### src/rtl/sram_arb_ctrl_if.sv
// Bus bundle for sram_arb_ctrl: two requester ports, the macro side
// and the init-done flag.
interface sram_arb_ctrl_if #(
  parameter int ADDR_W = 8,
  parameter int DATA_W = 16
);
  logic              INIT_DONE;

  logic              P0_REQ;
  logic              P0_WE;
  logic [ADDR_W-1:0] P0_A;
  logic [DATA_W-1:0] P0_D;
  logic              P0_GNT;
  logic              P0_RVALID;
  logic [DATA_W-1:0] P0_Q;

  logic              P1_REQ;
  logic              P1_WE;
  logic [ADDR_W-1:0] P1_A;
  logic [DATA_W-1:0] P1_D;
  logic              P1_GNT;
  logic              P1_RVALID;
  logic [DATA_W-1:0] P1_Q;

  logic              M_CS;
  logic              M_WE;
  logic [ADDR_W-1:0] M_A;
  logic [DATA_W-1:0] M_D;
  logic [DATA_W-1:0] M_Q;

  modport slave (
    output INIT_DONE,
    input  P0_REQ, P0_WE, P0_A, P0_D,
    output P0_GNT, P0_RVALID, P0_Q,
    input  P1_REQ, P1_WE, P1_A, P1_D,
    output P1_GNT, P1_RVALID, P1_Q,
    output M_CS, M_WE, M_A, M_D,
    input  M_Q
  );

  modport master (
    input  INIT_DONE,
    output P0_REQ, P0_WE, P0_A, P0_D,
    input  P0_GNT, P0_RVALID, P0_Q,
    output P1_REQ, P1_WE, P1_A, P1_D,
    input  P1_GNT, P1_RVALID, P1_Q,
    input  M_CS, M_WE, M_A, M_D,
    output M_Q
  );
endinterface

### src/rtl/sram_arb_ctrl.sv
// Two-port round-robin controller for a single 1RW SRAM macro.
// Zero-fills the array after reset, then serves single-beat accesses.
module sram_arb_ctrl #(
  parameter int               ADDR_W   = 8,
  parameter int               DATA_W   = 16,
  parameter logic [DATA_W-1:0] INIT_VAL = '0,
  parameter bit               INIT_EN  = 1'b1
) (
  input  logic            CK,
  input  logic            RST,
  sram_arb_ctrl_if.slave  bus
);

  typedef enum logic {
    ST_INIT,
    ST_RUN
  } state_t;

  localparam logic [ADDR_W-1:0] LAST_A = '1;
  localparam state_t RST_STATE = INIT_EN ? ST_INIT : ST_RUN;

  state_t            state_q, state_d;
  logic [ADDR_W-1:0] cnt_q, cnt_d;
  logic              rr_q, rr_d;
  logic              rv0_q, rv0_d;
  logic              rv1_q, rv1_d;

  logic              gnt0, gnt1;
  logic              m_cs, m_we;
  logic [ADDR_W-1:0] m_a;
  logic [DATA_W-1:0] m_d;

  always_ff @(posedge CK or posedge RST) begin
    if (RST) begin
      state_q <= RST_STATE;
      cnt_q   <= '0;
      rr_q    <= 1'b0;
      rv0_q   <= 1'b0;
      rv1_q   <= 1'b0;
    end else begin
      state_q <= state_d;
      cnt_q   <= cnt_d;
      rr_q    <= rr_d;
      rv0_q   <= rv0_d;
      rv1_q   <= rv1_d;
    end
  end

  // rr_q = 0 favours port 0 on a tie; it flips to the loser after a grant
  always_comb begin
    state_d = state_q;
    cnt_d   = cnt_q;
    rr_d    = rr_q;
    rv0_d   = 1'b0;
    rv1_d   = 1'b0;
    gnt0    = 1'b0;
    gnt1    = 1'b0;
    m_cs    = 1'b0;
    m_we    = 1'b0;
    m_a     = '0;
    m_d     = '0;
    if (!RST) begin
      unique case (state_q)
        ST_INIT: begin
          m_cs = 1'b1;
          m_we = 1'b1;
          m_a  = cnt_q;
          m_d  = INIT_VAL;
          if (cnt_q == LAST_A) begin
            state_d = ST_RUN;
          end else begin
            cnt_d = cnt_q + 1'b1;
          end
        end
        ST_RUN: begin
          gnt0 = bus.P0_REQ && (!bus.P1_REQ || !rr_q);
          gnt1 = bus.P1_REQ && (!bus.P0_REQ || rr_q);
          unique case (1'b1)
            gnt0: begin
              m_cs  = 1'b1;
              m_we  = bus.P0_WE;
              m_a   = bus.P0_A;
              m_d   = bus.P0_D;
              rr_d  = 1'b1;
              rv0_d = !bus.P0_WE;
            end
            gnt1: begin
              m_cs  = 1'b1;
              m_we  = bus.P1_WE;
              m_a   = bus.P1_A;
              m_d   = bus.P1_D;
              rr_d  = 1'b0;
              rv1_d = !bus.P1_WE;
            end
            default: begin
            end
          endcase
        end
        default: begin
        end
      endcase
    end
  end

  assign bus.INIT_DONE = (state_q == ST_RUN);

  assign bus.P0_GNT    = gnt0;
  assign bus.P1_GNT    = gnt1;
  assign bus.P0_RVALID = rv0_q;
  assign bus.P1_RVALID = rv1_q;
  assign bus.P0_Q      = bus.M_Q;
  assign bus.P1_Q      = bus.M_Q;

  assign bus.M_CS      = m_cs;
  assign bus.M_WE      = m_we;
  assign bus.M_A       = m_a;
  assign bus.M_D       = m_d;

endmodule

### src/flat_wrapper.sv
// flat-port wrapper written by rule: the top's interface ports become plain ports
module sram_arb_ctrl_flat 
#(
  parameter int               ADDR_W   = 8,
  parameter int               DATA_W   = 16,
  parameter logic [DATA_W-1:0] INIT_VAL = '0,
  parameter bit               INIT_EN  = 1'b1
)
  (CK, RST, bus_INIT_DONE, bus_P0_REQ, bus_P0_WE, bus_P0_A, bus_P0_D, bus_P0_GNT, bus_P0_RVALID, bus_P0_Q, bus_P1_REQ, bus_P1_WE, bus_P1_A, bus_P1_D, bus_P1_GNT, bus_P1_RVALID, bus_P1_Q, bus_M_CS, bus_M_WE, bus_M_A, bus_M_D, bus_M_Q);
  sram_arb_ctrl_if #(.ADDR_W(ADDR_W), .DATA_W(DATA_W)) bus_i ();
  input  logic CK;
  input  logic RST;
  output wire logic [$bits(bus_i.INIT_DONE)-1:0] bus_INIT_DONE;
  input wire logic [$bits(bus_i.P0_REQ)-1:0] bus_P0_REQ;
  input wire logic [$bits(bus_i.P0_WE)-1:0] bus_P0_WE;
  input wire logic [$bits(bus_i.P0_A)-1:0] bus_P0_A;
  input wire logic [$bits(bus_i.P0_D)-1:0] bus_P0_D;
  output wire logic [$bits(bus_i.P0_GNT)-1:0] bus_P0_GNT;
  output wire logic [$bits(bus_i.P0_RVALID)-1:0] bus_P0_RVALID;
  output wire logic [$bits(bus_i.P0_Q)-1:0] bus_P0_Q;
  input wire logic [$bits(bus_i.P1_REQ)-1:0] bus_P1_REQ;
  input wire logic [$bits(bus_i.P1_WE)-1:0] bus_P1_WE;
  input wire logic [$bits(bus_i.P1_A)-1:0] bus_P1_A;
  input wire logic [$bits(bus_i.P1_D)-1:0] bus_P1_D;
  output wire logic [$bits(bus_i.P1_GNT)-1:0] bus_P1_GNT;
  output wire logic [$bits(bus_i.P1_RVALID)-1:0] bus_P1_RVALID;
  output wire logic [$bits(bus_i.P1_Q)-1:0] bus_P1_Q;
  output wire logic [$bits(bus_i.M_CS)-1:0] bus_M_CS;
  output wire logic [$bits(bus_i.M_WE)-1:0] bus_M_WE;
  output wire logic [$bits(bus_i.M_A)-1:0] bus_M_A;
  output wire logic [$bits(bus_i.M_D)-1:0] bus_M_D;
  input wire logic [$bits(bus_i.M_Q)-1:0] bus_M_Q;
  assign bus_INIT_DONE = bus_i.INIT_DONE;
  assign bus_i.P0_REQ = bus_P0_REQ;
  assign bus_i.P0_WE = bus_P0_WE;
  assign bus_i.P0_A = bus_P0_A;
  assign bus_i.P0_D = bus_P0_D;
  assign bus_P0_GNT = bus_i.P0_GNT;
  assign bus_P0_RVALID = bus_i.P0_RVALID;
  assign bus_P0_Q = bus_i.P0_Q;
  assign bus_i.P1_REQ = bus_P1_REQ;
  assign bus_i.P1_WE = bus_P1_WE;
  assign bus_i.P1_A = bus_P1_A;
  assign bus_i.P1_D = bus_P1_D;
  assign bus_P1_GNT = bus_i.P1_GNT;
  assign bus_P1_RVALID = bus_i.P1_RVALID;
  assign bus_P1_Q = bus_i.P1_Q;
  assign bus_M_CS = bus_i.M_CS;
  assign bus_M_WE = bus_i.M_WE;
  assign bus_M_A = bus_i.M_A;
  assign bus_M_D = bus_i.M_D;
  assign bus_i.M_Q = bus_M_Q;
  sram_arb_ctrl #(.ADDR_W(ADDR_W), .DATA_W(DATA_W), .INIT_VAL(INIT_VAL), .INIT_EN(INIT_EN)) u_core (.CK(CK), .RST(RST), .bus(bus_i));
endmodule
### config.mk
export PLATFORM = sky130hd
export DESIGN_NAME = sram_arb_ctrl_flat
export DESIGN_NICKNAME = d
export VERILOG_FILES = /design/src/rtl/sram_arb_ctrl_if.sv /design/src/rtl/sram_arb_ctrl.sv /design/src/flat_wrapper.sv
export SDC_FILE = /design/constraint.sdc
export NUM_CORES = 1
export LEC_CHECK = 0
export ABC_AREA = 1
export BUFFER_PORTS_ARGS = -buffer_cell sky130_fd_sc_hd__clkbuf_2
export CAP_MARGIN = 25
export CORE_MARGIN = 4
export CORE_UTILIZATION = 33
export DETAILED_ROUTE_END_ITERATION = 8
export PLACE_DENSITY = 0.77
export SETUP_SLACK_MARGIN = 0.2
export SYNTH_ARGS = -nofsm -noshare
export SYNTH_HDL_FRONTEND = slang
export SYNTH_SLANG_ARGS = --single-unit
### constraint.sdc
create_clock -name CK -period 1.3 [get_ports CK]
set_input_delay 0 -clock CK [delete_from_list [all_inputs] [get_ports CK]]
set_output_delay 0 -clock CK [all_outputs]
set_load 0.02 [all_outputs]
# After elaboration in Yosys (flattened, before gate mapping)
# Index checks and enable logic that the tools add are counted.
[word_totals]
reg_bits = 12
inputBits = 70
elab_cells = 48
[classes]
addsub = 1
eq_ne = 1
n_mux = 25
bitwise_logic = 3
n_reduce_logical = 13
[ops]
columns = ["op", "n"]
rows = [
  ["$pmux 16 s2", 2],
  ["$pmux 8 s2", 2],
  ["$mux 16", 1],
  ["$mux 1", 15],
  ["$add 8x1->8 const B", 1],
  ["$eq 8x8->1 const B", 1],
  ["$mux 8", 1],
  ["$pmux 1 s2", 4],
  ["$reduce_and 3->1", 2],
  ["$logic_not 1->1", 5],
  ["$not 1->1", 3],
  ["$logic_and 1x1->1", 2],
  ["$logic_or 1x1->1", 2],
  ["$reduce_bool 2->1", 1],
  ["$reduce_or 2->1", 1],
]

# Logic depth before layout (Yosys ltp)
# Gate-level depths: netlist of run 1.
[depth]
word_depth = 7
depth_mapped = 8

# Worst setup path before layout of run 1
# Ideal clock, no wire load.
[synth_timing]
path_type = "reg-to-output"
start = "register u_core.state_q (netlist: u_core.bus.INIT_DONE)"
end = "output port bus_M_D[10]"
arrival_time_ps = 1265
t_required_ps = 1300
path_slack_ps = 35
stages_incl_launch_ff = 8
path_buffers = 1
path_cell_list = "dfrtp_1 -> inv_2 -> nor2_4 -> nand2_4 -> inv_4 -> buf_8 -> nand2_1 -> nand2_1"
[synth_between]
elab_chain_cells = 3
[synth_rtl]
columns = ["item", "line", "rtl"]
rows = [
  ["start: declaration", "sram_arb_ctrl.sv:22", "state_t state_q, state_d;"],
  ["start signal: assignment", "sram_arb_ctrl.sv:41", "state_q <= state_d;"],
  ["$not 1->1", "sram_arb_ctrl.sv:63", "unique case (state_q)"],
  ["$pmux 16 s2 (*)", "sram_arb_ctrl.sv:63", ""],
  ["$mux 16 (*)", "sram_arb_ctrl.sv:62", "if (!RST) begin"],
  ["end: declaration", "flat_wrapper.sv:31", "output wire logic [$bits(bus_i.M_D)-1:0] bus_M_D;"],
]
# Every way passes the cells marked *; elsewhere a longest branch is shown, timed or not.

# Worst setup path in the final report of run 1
[layout_timing]
start = "register u_core.rr_q"
end = "output port bus_M_D[4]"
[layout_between]
elab_chain_cells = 6
[layout_rtl]
columns = ["item", "line", "rtl"]
rows = [
  ["start: declaration", "sram_arb_ctrl.sv:24", "logic rr_q, rr_d;"],
  ["start signal: assignment", "sram_arb_ctrl.sv:43", "rr_q <= rr_d;"],
  ["$logic_not 1->1", "sram_arb_ctrl.sv:76", "gnt0 = bus.P0_REQ && (!bus.P1_REQ || !rr_q);"],
  ["$logic_or 1x1->1", "sram_arb_ctrl.sv:76", ""],
  ["$logic_and 1x1->1", "sram_arb_ctrl.sv:76", ""],
  ["$pmux 16 s2 (*)", "sram_arb_ctrl.sv:78", "unique case (1'b1)"],
  ["$pmux 16 s2 (*)", "sram_arb_ctrl.sv:63", ""],
  ["$mux 16 (*)", "sram_arb_ctrl.sv:62", ""],
]
# Marks and branches as above.

==> flow_summary_export.csv, run 1 <==
group,metric,value,unit
final_layout,area_growth,78.0,%
final_layout,multiInputGateArea,1020,um^2
timing,maxSlewViolCount,0,
timing,slew_headroom,0.678,
clocking,cts_buffer_depth,2,
synthesis,synth_area_leaders,"nand2_1 (28%), dfrtp_1 (22%), buf_4 (18%)",
power_and_ir_drop,combPwrFrac,0.503,
floorplan,rows,23,
clocking,cts_buffers,3,
power_and_ir_drop,switching_share,0.372,
critical_path,cp-start-kind,"flip-flop",
final_layout,fin_nets,375,
clocking,cts.sinks,12,
final_layout,antennaDiodeCount,0,
detailed_routing,wire_per_inst,15.7,um
synthesis,syn_avg_cell_area,6.07,um^2
synthesis,ys_ff_latch,12,
flow_run,maxCapViolCount,0,
placed_design,gp_congestion,0.891,
synthesis,async_flop_share,1.00,
timing,finalHoldViolations,0,
global_route,grt_max_degree,15,
critical_path,critPathKind,"reg2out",
floorplan,die_x,72.5,um
timing,skew,0.00114,ns
clocking,root_buffer,"clkbuf_8",
critical_path,crit_slowest_cell,"dfrtp_1",
floorplan,design.die.area,5250,um^2
synthesis,synth_fp_nets,297,
synthesis,synth_top_area_cell,"nand2_1",
placed_design,portBuffers,84,
timing,finalSetupViolCount,27,
placed_design,post-place-cells,330,
clocking,htree_levels,1,
timing,fin_ws,-0.188,ns
critical_path,critPathMaxFanout,9,
critical_path,cp_cell_sequence,"a21oi_4, nand2_4, inv_8, nand2_1, nand2_1, clkbuf_8",
synthesis,netlist.area_leader.share,0.282,
global_route,grt_usage,0.189,
power_and_ir_drop,p_seq_frac,0.239,
final_layout,drive_gt1_frac,0.601,
final_layout,final-seq-area,305,um^2
detailed_routing,num_vias,1714,
detailed_routing,ant_nets,0,
clocking,clk_latency,0.25,ns
power_and_ir_drop,internal-power,1.04,mW
clocking,cts_tree,"built",
detailed_routing,drt_iter0_drc,80,
floorplan,io_pins,133,
global_route,grt_pass1_wl,7840,um
clocking,clk_pin_slew,0.06,ns
synthesis,dominantRegCellSynth,"dfrtp_1",
timing,min_period,1.49,ns
synthesis,ys_seq_area_frac,0.219,
critical_path,slowest_delay,0.43,ns
detailed_routing,vias_per_cell,4.86,
synthesis,synth_edf_count,0,
placed_design,dp.final_hpwl,3240,um
timing,rsz0062_at_grt,"true",
critical_path,worstPathArrival,1.49,ns
global_route,globalRoute.totalOverflow,0,
final_layout,final_cells,353,
critical_path,end_kind,"output pin",
detailed_routing,wl,5530,um
floorplan,die_h,72.5,um
synthesis,yosysUniqueCellTypes,25,
min_path,min_path_type,"in2out",
timing,tightest_slew,0.482,ns
power_and_ir_drop,ir_drop,0.395,mV
floorplan,core,4000,um^2
synthesis,yosysWarnings,0,
power_and_ir_drop,p_sw,0.614,mW
synthesis,synthCells,226,
critical_path,required,1.30,ns
status,status,"finished with violations",
power_and_ir_drop,pwr-share-clk,0.258,
critical_path,cpMostUsedCell,"nand2_1",
power_and_ir_drop,power.total,1.65,mW
synthesis,netlist_area,1370,um^2
timing,max_freq,672,MHz
detailed_routing,drc_errors,0,
timing,post-route-period-util,1.14,
detailed_routing,dr.pass1.iters,4,
timing,tns,-3.32,ns
placed_design,preCtsSetupSlack,0.0298,ns
final_layout,utilization,0.611,
floorplan,initial_core_util,0.343,
power_and_ir_drop,p_leak,1.36,nW
status,failed_checks,"setup timing",
final_layout,n_fill_cell,329,
global_route,antenna_found_initial,0,
power_and_ir_drop,p_per_area,677,nW/um^2
global_route,grt_pass1_vias,1794,
==> power by group through the flow <==
stage	Combinational (mW)	Sequential (mW)	Clock (mW)
after floorplan	0.477	0.404	0
after global placement	0.529	0.401	0
after detailed placement	0.537	0.400	0
after CTS	0.723	0.394	0.431
after global routing	0.884	0.395	0.443
final	0.832	0.395	0.426
==> worst max-delay path, delay by kind of cell (launching register included) <==
family / cells / cell delay, ns
flops: 1 / 0.43
simple gates: 3 / 0.31
buf+inv: 2 / 0.28
compound gates: 1 / 0.21
==> per-layer routing <==
layer / wire length, um / GRT usage
met1: 1950 / 0.191
met2: 2990 / 0.376
met3: 388 / 0.0332
met4: 206 / 0.0697
met5: 0 / 0
==> kinds of logic (layout without fill, tap and decap cells) <==
| kind of cell | Yosys count | after routing | share of synthesized area |
|---|---|---|---|
| DFF | 12 | 12 | 0.219 |
| xor gates and xnor gates | 3 | 3 | 0.0191 |
| buffers and inverters | 56 | 133 | 0.262 |
| AOI/OAI and AO/OA | 13 | 13 | 0.0602 |
| and+or+nand+nor | 141 | 141 | 0.431 |
| adders and majority gates | 1 | 1 | 0.00911 |
==> cells in the mapped netlist (all sizes together) (2+ instances only) <==
library cell    n
dfrtp          12
nand3          11
clkbuf          2
nand4           3
buf            35
a31oi           3
nor2           18
nand2         108
inv            19
o21ai           3
xor2            2
a21oi           6
==> per-stage QoR <==
step | hold WS, ns | area (um^2)
2_1_floorplan | -0.0893 | 1500
3_5_place_dp | 0.000211 | 1750
6_report | 0.0000115 | 2440
5_1_grt | 0.0000369 | 2440
4_1_cts | 0.000211 | 2250
3_3_place_gp | 0.000211 | 1750
==> path summary, 6_finish.rpt <==
| check | startpoint | end | slack (ns) | depth (start not counted) |
|---|---|---|---|---|
| setup / recovery | u_core.rr_q$_DFFE_PP0P_ | bus_M_D[4] | -0.19 | 6 |
| hold / removal | bus_M_Q[12] | bus_P0_Q[12] | 0.00001 | 0 |
| setup reg to reg | u_core.rr_q$_DFFE_PP0P_ | u_core.rr_q$_DFFE_PP0P_ | -0.05 | 7 |
| hold reg to reg | u_core.cnt_q[5]$_DFFE_PP0P_ | u_core.cnt_q[5]$_DFFE_PP0P_ | 0.54 | 2 |
| max in group asynchronous | RST | u_core.bus.INIT_DONE$_DFFE_PP0N_ | 0.32 | 4 |
| min in group asynchronous | RST | u_core.cnt_q[2]$_DFFE_PP0P_ | 0.50 | 4 |
==> layout make-up <==
type / instances / area share
inverters: 19 / 0.0394
clock buffers: 4 / 0.0225
multi-input cells: 158 / 0.418
repair buffers: 105 / 0.349
repair inverters: 5 / 0.0210
well taps: 50 / 0.0256
flip-flops and latches: 12 / 0.125
==> registers in the layout (all words and copies together) (netlist names) <==
name,flops
u_core.rr_q,1
u_core.bus.P0_RVALID,1
u_core.bus.INIT_DONE,1
u_core.cnt_q,8
u_core.bus.P1_RVALID,1
==> cells in the final DEF, fill, tap and decap left out, drive strengths merged <==
master       instances
clkbuf              73
o21ai                3
inv                 23
buf                 32
nand4                3
dlygate4sd3          4
nor2                18
a21oi                6
nand3               11
xor2                 2
clkinv               1
a31oi                3
ha                   1
xnor2                1
nand2              108
o31ai                1
nor3                 1
dfrtp               12
==> what timing repair did <==
action | CTS | global route
cloned | 4 | 1
hold buffers | 4 | 0
endpoints found under the hold margin | 14 | 0
buffers inserted | 4 | 6
pin swaps | 13 | 23
setup endpoints to repair | 37 | 38
gates resized for setup | 90 | 49
Power figures use the tool's default switching activity.
==> run 2, diff against run 1 <==
--- a/config.mk
+++ b/config.mk
@@ -12,7 +12,6 @@
 export CORE_UTILIZATION = 33
 export DETAILED_ROUTE_END_ITERATION = 8
 export PLACE_DENSITY = 0.77
-export SETUP_SLACK_MARGIN = 0.2
 export SYNTH_ARGS = -nofsm -noshare
 export SYNTH_HDL_FRONTEND = slang
 export SYNTH_SLANG_ARGS = --single-unit
==> run 2 against run 1 <==
Net effect:
- largest power group unchanged
- clock power is 3% lower
- the run still ends with setup timing left
- non-clock buffer count is the same
- worst hold slack barely moved
- clock-buffer cell count did not move
- critical path type unchanged
- largest cell class unchanged
- total power down 0.35%
- sequential power about the same
- register-to-register slack better by 0.09 ns
- combinational power up 0.7%
- critical path depth stayed put
==> flow_summary_export.csv, run 2 (synthesis results as in run 1) <==
group,metric,value,unit
timing,finalSetupViolCount,26,
floorplan,die_x,72.5,um
floorplan,die_h,72.5,um
power_and_ir_drop,p_leak,1.34,nW
floorplan,rows,23,
critical_path,r2r_start,"u_core.cnt_q[0]$_DFFE_PP0P_",
timing,slew_headroom,0.771,
global_route,antenna_found_initial,0,
critical_path,required,1.30,ns
final_layout,mostFrequentLayoutCell,"clkbuf_2",
clocking,clk_pin_slew,0.06,ns
global_route,grt_pass1_vias,1578,
detailed_routing,wl,5100,um
timing,maxSlewViolCount,0,
timing,skew,0.00223,ns
placed_design,gp_congestion,0.843,
final_layout,antennaDiodeCount,0,
floorplan,io_pins,133,
critical_path,critPathKind,"reg2out",
final_layout,fin_nets,376,
floorplan,design.die.area,5250,um^2
clocking,cts_tree,"built",
flow_run,maxCapViolCount,0,
timing,rsz0062_at_grt,"true",
critical_path,cp-start-kind,"flip-flop",
final_layout,drive_gt1_frac,0.632,
critical_path,r2r_setup_slack,0.04,ns
critical_path,startpoint,"u_core.rr_q$_DFFE_PP0P_",
clocking,cts.sinks,12,
floorplan,initial_core_util,0.343,
global_route,grt_max_degree,15,
timing,fin_ws,-0.153,ns
clocking,clk_latency,0.24,ns
critical_path,end_kind,"output pin",
placed_design,dp.final_hpwl,3150,um
detailed_routing,num_vias,1677,
detailed_routing,wire_per_inst,14.4,um
min_path,min_from,"bus_M_Q[0]",
power_and_ir_drop,ir_drop,0.358,mV
status,failed_checks,"setup timing",
final_layout,layout_common_cells,"clkbuf_2 (57), nand2_1 (52), nand2_2 (41), buf_4 (18), buf_8 (18)",
min_path,hold_end,"bus_P1_Q[0]",
clocking,cts_buffer_depth,2,
clocking,cts_buffers,3,
status,status,"finished with violations",
min_path,min_path_type,"in2out",
floorplan,core,4000,um^2
placed_design,preCtsSetupSlack,-0.0528,ns
timing,min_period,1.45,ns
final_layout,area_growth,75.8,%
global_route,grt_usage,0.169,
detailed_routing,vias_per_cell,4.74,
final_layout,largest_register_ffs,8,
global_route,globalRoute.totalOverflow,0,
min_path,whs_path_depth,0,
global_route,grt_pass1_wl,7040,um
critical_path,critPathMaxFanout,5,
detailed_routing,drc_errors,0,
timing,tightest_slew,0.344,ns
placed_design,portBuffers,84,
detailed_routing,drt_iter0_drc,80,
clocking,htree_levels,1,
power_and_ir_drop,p_per_area,683,nW/um^2
timing,post-route-period-util,1.12,
critical_path,r2r_end,"u_core.cnt_q[5]$_DFFE_PP0P_",
timing,max_freq,688,MHz
detailed_routing,dr.pass1.iters,4,
placed_design,post-place-cells,334,
critical_path,reg2reg_depth,7,
timing,finalHoldViolations,0,
detailed_routing,ant_nets,0,
clocking,root_buffer,"clkbuf_8",
final_layout,regMostFlops,"u_core.cnt_q",
critical_path,worstPathArrival,1.45,ns
final_layout,final_cells,354,
-- run 2: cell types whose count changed in the layout (fill, tap and decap cells not counted), sizes merged --
cell | previous run | this run
buf | 32 | 41
clkbuf | 73 | 66
clkinv | 1 | 2
dlygate4sd3 | 4 | 2
-- run 2: stage by stage --
| step | cell area (um^2) | TNS [ns] | total power, mW | utilization | hold WS (ns) |
|---|---|---|---|---|---|
| 2_1_floorplan | 1370 | 0 | 0.836 | - | -0.0892 |
| 3_3_place_gp | 1660 | 0 | 0.876 | 0.414 | 0.000201 |
| 3_5_place_dp | 1660 | -0.142 | 0.880 | 0.414 | 0.000201 |
| 4_1_cts | 2070 | -3.00 | 1.49 | 0.518 | 0.000201 |
| 5_1_grt | 2410 | -4.54 | 1.73 | 0.603 | 0.0000441 |
| 6_report | 2410 | -2.57 | 1.65 | 0.603 | 0.0000151 |
-- run 2: report_power, final --
group	switching (mW)	internal [mW]	total, mW
Sequential	0.0105	0.384	0.394
Combinational	0.442	0.397	0.838
Clock	0.147	0.268	0.415
-- run 2: area by class of cell --
class,instances,area [um^2]
Clock buffer,4,55.1
Inverter,19,91.3
Fill cell,334,1590
Timing Repair Buffer,105,853
Tap cell,50,62.6
Sequential cell,12,302
Timing Repair inverter,6,57.6
Multi-Input combinational cell,158,992
-- run 2: metal layers --
layer,vias to the layer above,track usage,routed length [um]
met5,-,0,0
met4,0,0.0697,180
met3,19,0.0429,423
met2,85,0.302,2770
met1,748,0.190,1720
li1,825,-,-
-- run 2: worst max-delay path by stage --
stage	endpoint	slack, ns
2_1_floorplan	bus_M_D[10]	0.03
3_3_place_gp	u_core.cnt_q[1]$_DFFE_PP0P_	0.01
3_5_place_dp	u_core.cnt_q[4]$_DFFE_PP0P_	-0.05
4_1_cts	bus_M_A[2]	-0.17
5_1_grt	bus_M_D[6]	-0.22
6_report	bus_M_D[6]	-0.15
-- run 2: timing repair --
| item | CTS | global route |
|---|---|---|
| endpoints found under the hold margin | 2 | 0 |
| endpoints found under the setup margin | 33 | 37 |
| gates resized for setup | 73 | 100 |
| setup buffers | 2 | 6 |
| cloned | 5 | 1 |
| pin swaps | 12 | 29 |
| hold buffers | 2 | 0 |
-- run 2: worst max-delay path, cell delays in order, from the launching register on --
cell	delay, ns
dfrtp_1	0.42
a21oi_4	0.21
nand2_4	0.16
inv_6	0.13
nand2_2	0.06
nand2_1	0.08
clkbuf_8	0.14
==> run 3, diff against run 2 <==
==> constraint.sdc (replaced) <==
create_clock -name CK -period 1.3 [get_ports CK]
set_input_delay 0.065 -clock CK [delete_from_list [all_inputs] [get_ports CK]]
set_output_delay 0.065 -clock CK [all_outputs]
set_load 0.02 [all_outputs]
==> run 3 against run 2 <==
Net effect:
- the flow still finishes with violations (setup timing)
- clock-buffer cell count is the same
- die area is the same
- combinational power shrank 13%
- setup slack lost 0.049 ns
- sequential share of layout area grew 0.61 points
- total power shrank 6.0%
- clock power grew 3%
- via count shrank 0.12%
- register-to-register slack lost 0.04 ns
- clock skew shrank 0.0012 ns
- sequential power is essentially flat
- utilization shrank 2.8 points
- highest routed layer unchanged
==> flow_summary_export.csv, run 3 (synthesis results as in run 1) <==
group,metric,value,unit
critical_path,worstPathArrival,1.44,ns
detailed_routing,num_vias,1675,
critical_path,required,1.24,ns
critical_path,r2r_start,"u_core.cnt_q[0]$_DFFE_PP0P_",
placed_design,place_area,1670,um^2
global_route,antenna_found_initial,0,
final_layout,final_area,2300,um^2
final_layout,multiInputGateArea,910,um^2
detailed_routing,vias_per_cell,4.77,
placed_design,gp_congestion,0.857,
final_layout,final-seq-area,302,um^2
timing,min_period,1.50,ns
global_route,globalRoute.totalOverflow,0,
power_and_ir_drop,p_leak,1.29,nW
detailed_routing,ant_nets,0,
final_layout,antennaDiodeCount,0,
power_and_ir_drop,p_per_area,673,nW/um^2
critical_path,r2r_end,"u_core.cnt_q[5]$_DFFE_PP0P_",
final_layout,layout_common_cells,"nand2_1 (78), clkbuf_2 (56), nand2_2 (20), clkbuf_8 (18), buf_4 (14)",
final_layout,fin_nets,373,
timing,fin_ws,-0.202,ns
timing,slew_headroom,0.755,
min_path,min_path_type,"in2out",
detailed_routing,wl,5010,um
critical_path,critPathMaxFanout,5,
clocking,cts_buffer_depth,2,
detailed_routing,drc_errors,0,
floorplan,rows,23,
status,failed_checks,"setup timing",
final_layout,final_cells,351,
placed_design,dp.final_hpwl,3310,um
detailed_routing,dr.pass1.iters,4,
timing,tightest_slew,0.366,ns
timing,max_freq,666,MHz
floorplan,core,4000,um^2
power_and_ir_drop,power.total,1.55,mW
final_layout,largest_register_ffs,8,
global_route,grt_max_degree,19,
final_layout,mostFrequentLayoutCell,"nand2_1",
timing,skew,0.000991,ns
global_route,grt_pass1_vias,1766,
critical_path,reg2reg_depth,9,
floorplan,io_pins,133,
critical_path,critical_path.endpoint,"bus_M_D[1]",
timing,tns,-4.22,ns
final_layout,n_fill_cell,342,
timing,finalHoldViolations,0,
clocking,htree_levels,1,
floorplan,die_x,72.5,um
flow_run,maxCapViolCount,0,
placed_design,portBuffers,84,
global_route,grt_usage,0.184,
critical_path,end_kind,"output pin",
clocking,clk_pin_slew,0.06,ns
detailed_routing,drt_iter0_drc,66,
floorplan,die_h,72.5,um
critical_path,r2r_setup_slack,0,ns
status,status,"finished with violations",
clocking,clk_latency,0.25,ns
clocking,cts_tree,"built",
critical_path,cp-start-kind,"flip-flop",
detailed_routing,wire_per_inst,14.3,um
timing,maxSlewViolCount,0,
critical_path,startpoint,"u_core.rr_q$_DFFE_PP0P_",
floorplan,design.die.area,5250,um^2
timing,rsz0062_at_grt,"true",
timing,finalSetupViolCount,27,
clocking,root_buffer,"clkbuf_8",
floorplan,initial_core_util,0.343,
final_layout,area_growth,67.6,%
placed_design,post-place-cells,336,
global_route,grt_pass1_wl,7580,um
final_layout,regMostFlops,"u_core.cnt_q",
clocking,cts_buffers,3,
clocking,cts.sinks,12,
critical_path,critPathKind,"reg2out",
final_layout,drive_gt1_frac,0.542,
power_and_ir_drop,ir_drop,0.355,mV
timing,post-route-period-util,1.16,
==> run 3: cell count changes in the layout (fill, tap and decap cells not counted), moves of 3 or more <==
cell and delta:
nand2_1 +26, nand2_2 -21, clkbuf_8 +9, buf_8 -7, buf_4 -4, nand2_4 -3
==> run 3: timing repair <==
action | 4_1_cts | 5_1_grt
pin swaps | 4 | 19
hold buffers | 4 | 0
gates resized for setup | 69 | 69
setup endpoints to repair | 34 | 37
hold endpoints to repair | 7 | 0
gates cloned | 2 | 1
setup buffers | 2 | 2
==> run 3: power by group <==
group	switching, mW	total, mW	internal (mW)	leakage (nW)
combinational	0.379	0.727	0.348	1.10
clock	0.158	0.427	0.268	0.0288
sequential	0.0107	0.394	0.383	0.159
total	0.548	1.55	1.00	1.29
==> run 3: final cells by class <==
| class | instances | area share |
|---|---|---|
| well taps | 50 | 0.0272 |
| flip-flops and latches | 12 | 0.131 |
| multi-input cells | 158 | 0.395 |
| clock buffers | 4 | 0.0239 |
| inverters | 19 | 0.0397 |
| repair inverters | 3 | 0.00924 |
| repair buffers | 105 | 0.374 |
==> run 3: worst max-delay path: stages, from the launching register on <==
cell      delay (ns)
dfrtp_1         0.43
a21oi_4         0.22
nand2_4         0.16
inv_6           0.11
nand2_1         0.06
nand2_1         0.08
clkbuf_8        0.14
==> run 3: how the worst min path moves through the flow <==
stage	start	end	slack (ns)	cells after the start
floorplan	RST	u_core.bus.P0_RVALID$_DFF_PP0_	-0.02	1
global placement	bus_M_Q[8]	bus_P0_Q[8]	0.13	0
detailed placement	bus_M_Q[8]	bus_P0_Q[8]	0.13	0
CTS	bus_M_Q[8]	bus_P0_Q[8]	0.13	0
global route	bus_M_Q[6]	bus_P1_Q[6]	0.13	0
finish	bus_M_Q[13]	bus_P0_Q[13]	0.13	0
==> run 3: per-stage QoR <==
step                      hold slack, ns  worst slack, ns  utilization
after global routing               0.130           -0.261        0.575
after detailed placement           0.130          -0.0211        0.418
after floorplan                  -0.0243           0.0588            -
final                              0.130           -0.202        0.575
after CTS                          0.130           -0.204        0.520
after global placement             0.130           0.0420        0.418
==> run 3: per-layer routing <==
layer,GRT usage,vias up,part of all wire
met4,0.100,0,0.023
met5,0,-,0
met3,0.0402,13,0.071
met2,0.357,72,0.56
li1,-,819,-
met1,0.177,771,0.35
